===== src/rtl/wl_pkg.sv =====
// Shared definitions for the wl_mult_pipe multiplier family:
// lane-slicing helper and saturation limits.
package wl_pkg;

    // Widest output window the saturation helpers can describe.
    localparam int WL_MAXW = 64;

    // LSB position of lane k in a bus packed with w bits per lane.
    function automatic int lane_lo(input int k, input int w);
        return k * w;
    endfunction

    // Largest representable result of an ow-bit window (low ow bits valid).
    function automatic logic [WL_MAXW-1:0] sat_max(input int ow, input int sgn);
        logic [WL_MAXW-1:0] v;
        if (sgn != 32'sd0) begin
            v = (64'd1 << (ow - 32'sd1)) - 64'd1;
        end else begin
            v = (64'd1 << ow) - 64'd1;
        end
        return v;
    endfunction

    // Smallest representable result of an ow-bit window (low ow bits valid).
    function automatic logic [WL_MAXW-1:0] sat_min(input int ow, input int sgn);
        logic [WL_MAXW-1:0] v;
        if (sgn != 32'sd0) begin
            v = 64'd1 << (ow - 32'sd1);
        end else begin
            v = 64'd0;
        end
        return v;
    endfunction

endpackage


===== src/rtl/wl_mult_lane.sv =====
// Single multiplier lane: operand capture, exact 2*IW-bit product,
// optional product delay stages, then window extraction and saturation
// in the final registered stage. Rounding (round half up) is built only
// when WL_MULT_ROUND_EN is defined; otherwise the window truncates.
module wl_mult_lane
    import wl_pkg::*;
#(
    parameter int IW     = 8,
    parameter int OW     = 8,
    parameter int SHIFT  = 8,
    parameter int LAT    = 3,
    parameter int SIGNED = 0
) (
    input  logic          clk,
    input  logic          rst_b,
    input  logic          i_adv,
    input  logic [IW-1:0] i_a,
    input  logic [IW-1:0] i_b,
    output logic [OW-1:0] o_p,
    output logic          o_ovf
);

    localparam int PW = 2 * IW;
    localparam int EW = PW + 1;
    localparam bit IS_SGN = (SIGNED != 32'sd0);
    localparam logic [OW-1:0] SAT_HI = OW'(sat_max(OW, SIGNED));
    localparam logic [OW-1:0] SAT_LO = OW'(sat_min(OW, SIGNED));
`ifdef WL_MULT_ROUND_EN
    // Half an output LSB; zero when SHIFT is 0 so no rounding happens.
    localparam logic [EW-1:0] RND_K = ({{(EW-1){1'b0}}, 1'b1} << SHIFT) >> 1;
`endif

    logic [IW-1:0] w_op_a;
    logic [IW-1:0] w_op_b;
    logic [PW-1:0] w_ea;
    logic [PW-1:0] w_eb;
    logic [PW-1:0] w_prod;
    logic [PW-1:0] w_pfin;
    logic [EW-1:0] w_pext;
    logic [EW-1:0] w_rnd;
    logic [EW-1:0] w_win;
    logic          w_fit;
    logic [OW-1:0] w_res;
    logic          w_ovf;

    generate
        if (LAT >= 2) begin : g_opreg
            logic [IW-1:0] r_a;
            logic [IW-1:0] r_b;
            // Stage 0: capture operands; multiply happens in the next stage.
            always_ff @(posedge clk or posedge rst_b) begin
                if (rst_b) begin
                    r_a <= '0;
                    r_b <= '0;
                end else if (i_adv) begin
                    r_a <= i_a;
                    r_b <= i_b;
                end
            end
            assign w_op_a = r_a;
            assign w_op_b = r_b;
        end else begin : g_opdir
            assign w_op_a = i_a;
            assign w_op_b = i_b;
        end
    endgenerate

    // Exact product: operands widened to 2*IW bits so the low 2*IW bits of
    // the product are correct for both unsigned and two's-complement.
    always_comb begin
        if (IS_SGN) begin
            w_ea = {{IW{w_op_a[IW-1]}}, w_op_a};
            w_eb = {{IW{w_op_b[IW-1]}}, w_op_b};
        end else begin
            w_ea = {{IW{1'b0}}, w_op_a};
            w_eb = {{IW{1'b0}}, w_op_b};
        end
        w_prod = w_ea * w_eb;
    end

    generate
        if (LAT >= 3) begin : g_pdly
            logic [PW-1:0] r_pd [0:LAT-3];
            // Pure delay stages carrying the full product.
            always_ff @(posedge clk or posedge rst_b) begin
                if (rst_b) begin
                    for (int i = 0; i < LAT - 2; i++) begin
                        r_pd[i] <= '0;
                    end
                end else if (i_adv) begin
                    r_pd[0] <= w_prod;
                    for (int i = 1; i < LAT - 2; i++) begin
                        r_pd[i] <= r_pd[i-1];
                    end
                end
            end
            assign w_pfin = r_pd[LAT-3];
        end else begin : g_pdir
            assign w_pfin = w_prod;
        end
    endgenerate

    // Round (optional), shift to the window and detect overflow at 2*IW+1 bits.
    always_comb begin
        if (IS_SGN) begin
            w_pext = {w_pfin[PW-1], w_pfin};
        end else begin
            w_pext = {1'b0, w_pfin};
        end
`ifdef WL_MULT_ROUND_EN
        w_rnd = w_pext + RND_K;
`else
        w_rnd = w_pext;
`endif
        if (IS_SGN) begin
            w_win = $signed(w_rnd) >>> SHIFT;
            w_fit = (w_win[EW-1:OW-1] == {(EW-OW+1){w_win[EW-1]}});
        end else begin
            w_win = w_rnd >> SHIFT;
            w_fit = (w_win[EW-1:OW] == '0);
        end
        if (w_fit) begin
            w_res = w_win[OW-1:0];
            w_ovf = 1'b0;
        end else if (IS_SGN && w_win[EW-1]) begin
            w_res = SAT_LO;
            w_ovf = 1'b1;
        end else begin
            w_res = SAT_HI;
            w_ovf = 1'b1;
        end
    end

    // Final stage: registered lane result and overflow flag.
    always_ff @(posedge clk or posedge rst_b) begin
        if (rst_b) begin
            o_p   <= '0;
            o_ovf <= 1'b0;
        end else if (i_adv) begin
            o_p   <= w_res;
            o_ovf <= w_ovf;
        end
    end

endmodule


===== src/rtl/wl_mult_pipe.sv =====
// Multi-lane fixed-point multiplier with valid/ready handshake.
// All lanes share one valid pipeline; the whole pipe advances whenever
// the output register is empty or being drained, so a stalled consumer
// freezes every stage without losing products. Bubbles are kept.
// Optional rounding is enabled by defining WL_MULT_ROUND_EN.
module wl_mult_pipe
    import wl_pkg::*;
#(
    parameter int NCH    = 1,
    parameter int IW     = 8,
    parameter int OW     = 8,
    parameter int SHIFT  = 8,
    parameter int LAT    = 3,
    parameter int SIGNED = 0
) (
    input  logic              clk,
    input  logic              rst_b,
    input  logic              in_valid,
    output logic              in_ready,
    input  logic [NCH*IW-1:0] in_a,
    input  logic [NCH*IW-1:0] in_b,
    output logic              out_valid,
    input  logic              out_ready,
    output logic [NCH*OW-1:0] out_p,
    output logic [NCH-1:0]    out_ovf
);

    logic           w_adv;
    logic [LAT-1:0] r_vld;

    assign w_adv     = ~r_vld[LAT-1] | out_ready;
    assign in_ready  = w_adv;
    assign out_valid = r_vld[LAT-1];

    // Valid pipeline: shifts one place on every advance.
    always_ff @(posedge clk or posedge rst_b) begin
        if (rst_b) begin
            r_vld <= '0;
        end else if (w_adv) begin
            r_vld[0] <= in_valid & w_adv;
            for (int i = 1; i < LAT; i++) begin
                r_vld[i] <= r_vld[i-1];
            end
        end
    end

    generate
        for (genvar k = 0; k < NCH; k++) begin : g_lane
            localparam int A_LO = lane_lo(k, IW);
            localparam int P_LO = lane_lo(k, OW);
            wl_mult_lane #(
                .IW     (IW),
                .OW     (OW),
                .SHIFT  (SHIFT),
                .LAT    (LAT),
                .SIGNED (SIGNED)
            ) u_lane (
                .clk   (clk),
                .rst_b (rst_b),
                .i_adv (w_adv),
                .i_a   (in_a[A_LO +: IW]),
                .i_b   (in_b[A_LO +: IW]),
                .o_p   (out_p[P_LO +: OW]),
                .o_ovf (out_ovf[k])
            );
        end
    endgenerate

endmodule

===== config.mk =====
export PLATFORM = sky130hd
export DESIGN_NAME = wl_mult_pipe
export DESIGN_NICKNAME = d
export VERILOG_FILES = /design/src/rtl/wl_pkg.sv /design/src/rtl/wl_mult_lane.sv /design/src/rtl/wl_mult_pipe.sv
export SDC_FILE = /design/constraint.sdc
export NUM_CORES = 1
export LEC_CHECK = 0
export CAP_MARGIN = 20
export CORE_MARGIN = 1
export CORE_UTILIZATION = 40
export CTS_BUF_LIST = sky130_fd_sc_hd__clkbuf_16
export CTS_CLUSTER_SIZE = 30
export DETAILED_ROUTE_END_ITERATION = 7
export PLACE_DENSITY = 0.63
export SYNTH_ARGS = -nofsm -noshare
export SYNTH_HDL_FRONTEND = slang
export SYNTH_SLANG_ARGS = --single-unit

===== constraint.sdc =====
create_clock -name clk -period 4.6 [get_ports clk]
set_input_delay 0.69 -clock clk [delete_from_list [all_inputs] [get_ports clk]]
set_output_delay 0.69 -clock clk [all_outputs]
set_load 0.01 [all_outputs]

### Yosys cells after proc, flatten, opt, wreduce, memory -nomap -nowiden

Index checks and enable logic that the tools add are counted.

* bits in registers: 43
* output and inout bits: 11
* logic and storage cells: 9

* $mul: 1
* bitwise operators: 3

Operators by type and width (count)
* multiplier 8 x 8 -> 16 bit: 1
* AND 1 bit: 1
* NOT 1 bit: 1
* OR 1 bit: 1

### Longest topological paths before layout

* word-level depth: 3
* depth in mapped cells: 16

### Hierarchy

From an unflattened synthesis, not the netlist that was laid out.

* cells, all modules: 298
* area total of the unflattened synthesis: 3342.0 µm²

By module, submodules not included
* wl_mult_lane: times used 1, cells each 290, area each 3211.8 µm², sequential area each 800.8 µm²
* wl_mult_pipe: times used 1, cells each 8, area each 130.1 µm², sequential area each 75.1 µm²

### Worst setup path after synthesis

No wires, ideal clock.

* kind: register to register
* start point: register g_lane[0].u_lane.g_opreg.r_b[7]
* end point: register g_lane[0].u_lane.g_pdly.r_pd[15] (netlist bit)
* setup time: 129 ps
* arrival: 3872 ps
* setup slack: 599 ps
* cell stages (with the launch flop): 15
* path buffers: 1
* period minus slack after synthesis: 4001 ps
* path through: dfrtp_1 and2_1 fa_1 fa_1 fa_1 inv_1 fa_1 inv_1 ha_1 buf_2 nand4_1 a21oi_1 nand2_1 o311ai_1 nand2_1

* longest elaborated chain between the ends: 1

RTL lines
* from (decl): line wl_mult_lane.sv:49 `logic [IW-1:0] r_b;`
* from (signal assigned): line wl_mult_lane.sv:57 `r_b <= i_b;`
* multiplier 8 x 8 -> 16 bit: line wl_mult_lane.sv:78 `w_prod = w_ea * w_eb;`
* to (signal, indexed assignment): line wl_mult_lane.sv:93 `r_pd[i] <= r_pd[i-1];`
* to (decl): line wl_mult_lane.sv:83 `logic [PW-1:0] r_pd [0:LAT-3];`

Every way passes these cells.
A chain may end at the register's enable or synchronous reset.

### Worst setup path in the final report

Ends and elaborated chain as after synthesis.

==> impl_metrics.toml <==
[run_status]
status = "finished, final reports clean"

[global_route]
overflow = 0
grt_max_degree = 40
grt_antenna_before_repair = 0
grtUsageTotal = 0.191
grt_pass1_vias = 2683
grt_pass1_wl_um = 13000

[cells_and_area]
seqCellArea_um2 = 876
drive_gt1_frac = 0.0521
stdcell_area_mm2 = 0.00392
layout_common_cells = "101 x nand2_1, 49 x and2_1, 37 x inv_1"
multi_input_area_mm2 = 0.00232
synthToLayoutAreaGrowth_pct = 16.3
layout_commonest_cell = "nand2_1"
nFillCells = 810
antenna_cells = 0
final_net_count = 490

[cts]
cts_tree = "built"
post_cts_buffers = 0
cts.sinks = 35
clkLatencyLatePin_ns = 0.28
cts-htree-levels = 2
cts_buffer_depth = 2
cts-root-buf = "clkbuf_16"
path_clk_slew_ns = 0.06
cts_buffers = 5

[timing]
max_freq_mhz = 230
fin_crit_sh = 0.946
fin_worst_skew_ns = 0.00457
worst_slack_ns = 0.249
finalSetupViolCount = 0
fin_hold_ws_ns = 0.468
rsz0062_at_grt = "no"
period_needed_ns = 4.35
hold_viol_final = 0
slew_viol_final = 0
fin_setup_tns_ns = 0

[synth]
synth_async_sr_flop_share = 1.00
synth_top_area_frac = 0.260
syn_avg_cell_area_um2 = 9.05
syn_nets = 461
syn_inst = 373
ys_ff_latch = 35
yosysTopAreaCell = "dfrtp_1"
ys_types = 45
yosysWarnings = 0
synthTopCellsByArea = "dfrtp_1 26%, fa_1 21%, ha_1 12%, nand2_1 11%, and2_1 9.1%"
ys_seq_area_frac = 0.260
synth_top_flop_cell = "dfrtp_1"
netlist_area_mm2 = 0.00337
synth-edff-count = 0

[route]
drc = 0
wl_per_cell_um = 14.7
num_vias = 2627
ant_nets = 0
drtPass1Iterations = 4
drt_wl_total_um = 7440
vias_per_cell = 5.17
dr.first_iter.drc_count = 93

[place]
dpl_cell_area_mm2 = 0.00378
gp_congestion = 0.841
pre_cts_slack_ns = 0.246
port_buffers = 29
dp_hpwl_um = 5720

[worst_setup_path]
r2r_end = "g_lane[0].u_lane.g_pdly.r_pd[15]"
r2r-start = "g_lane[0].u_lane.g_opreg.r_b[7]"
r2r_slack_ns = 0.25
crit_path_end_kind = "flop"
worstPathMaxFanout = 9
cp.required_ns = 4.75
cp-start-kind = "flop"
startpoint = "g_lane[0].u_lane.g_opreg.r_b[7]"
reg2reg_depth = 13
worstSetupPathType = "flop to flop"
cp-endpoint = "g_lane[0].u_lane.g_pdly.r_pd[15]"
arrival_ns = 4.50

[die]
fp.dieH_um = 93.9
ios = 31
fp-row-count = 33
die_w_um = 93.9
die_area_mm2 = 0.00881
initial_core_util = 0.413
core_mm2 = 0.00818

[hold_path]
hold_class = "flop to flop"

[run]
cap_violations = 0
-- through the flow --
stage	std cells	utilization
6_report	508	0.480
5_1_grt	508	0.480
4_1_cts	508	0.480
3_5_place_dp	500	0.462
3_3_place_gp	500	0.462
2_1_floorplan	373	-
-- routing by layer --
layer  vias to the layer above  wire (µm)  global-route usage
met5                         -          0                   0
met2                        54       3480               0.300
met1                      1303       3610               0.270
li1                       1257          -                   -
met3                        13        237              0.0267
met4                         0        114              0.0615
-- worst max-delay path, stage by stage (launching register included) --
cell and delay, ns:
dfrtp_1 0.48, and2_1 0.23, fa_1 0.51, fa_1 0.55, fa_1 0.57, inv_1 0.06
fa_1 0.53, inv_1 0.04, ha_1 0.39, nand4_1 0.11, a21oi_1 0.25, nand2_1 0.11
o311ai_1 0.29, nand2_1 0.09
-- repair_timing --
action / CTS / global route
hold buffers: 0 / 0
resized for setup: 0 / 1
endpoints found under the setup margin: 0 / 1
-- Yosys cell counts, types with 2 or more instances --
library cell,number
nand3_1,2
nand2_1,101
a21oi_1,13
a21oi_2,3
a21boi_1,2
nor2_1,5
nor3_1,2
o21ai_0,6
xnor2_1,3
buf_2,3
clkbuf_1,4
xor2_1,2
inv_1,36
o21a_1,3
fa_1,35
o311ai_1,2
buf_1,3
nand4_1,3
and2_1,49
o21ai_1,3
dfrtp_1,35
ha_1,33
o31ai_1,2
a31oi_1,2
-- how the worst min path moves through the flow --
stage | start | slack [ns] | cells past startpoint | endpoint
CTS | g_lane[0].u_lane.o_p[0] | 0.48 | 2 | g_lane[0].u_lane.o_p[0]
floorplan | r_vld[1] | 0.43 | 2 | r_vld[1]
global placement | r_vld[1] | 0.45 | 2 | r_vld[1]
finish | g_lane[0].u_lane.o_p[0] | 0.47 | 2 | g_lane[0].u_lane.o_p[0]
global route | r_vld[1] | 0.50 | 1 | r_vld[2]
detailed placement | g_lane[0].u_lane.o_p[2] | 0.46 | 2 | g_lane[0].u_lane.o_p[2]
-- cells by family after synthesis --
kind of cell,count (synthesis),share of synthesized area
other cells,1,0.00111
simple gates,169,0.240
buf+inv,47,0.0545
xor+xnor,5,0.0130
flops,35,0.260
compound gates,48,0.102
fa+ha+maj,68,0.330
-- sequential cells by signal, indices dropped and copies added (netlist names) --
register	cells
g_lane.u_lane.g_pdly.r_pd	8
g_lane.u_lane.o_p	8
g_lane.u_lane.g_opreg.r_a	8
r_vld	3
g_lane.u_lane.g_opreg.r_b	8
-- area by class of cell --
cell class                      count  share of cell area
Clock buffer                        5              0.0319
Sequential cell                    35               0.223
Timing Repair Buffer               33              0.0816
Multi-Input combinational cell    291               0.591
Tap cell                          105              0.0335
Clock inverter                      3             0.00415
Inverter                           36              0.0344
Power is left out: the tool's default activity adds up to more than one toggle a clock period on the data nets, which glitch-free logic cannot reach.
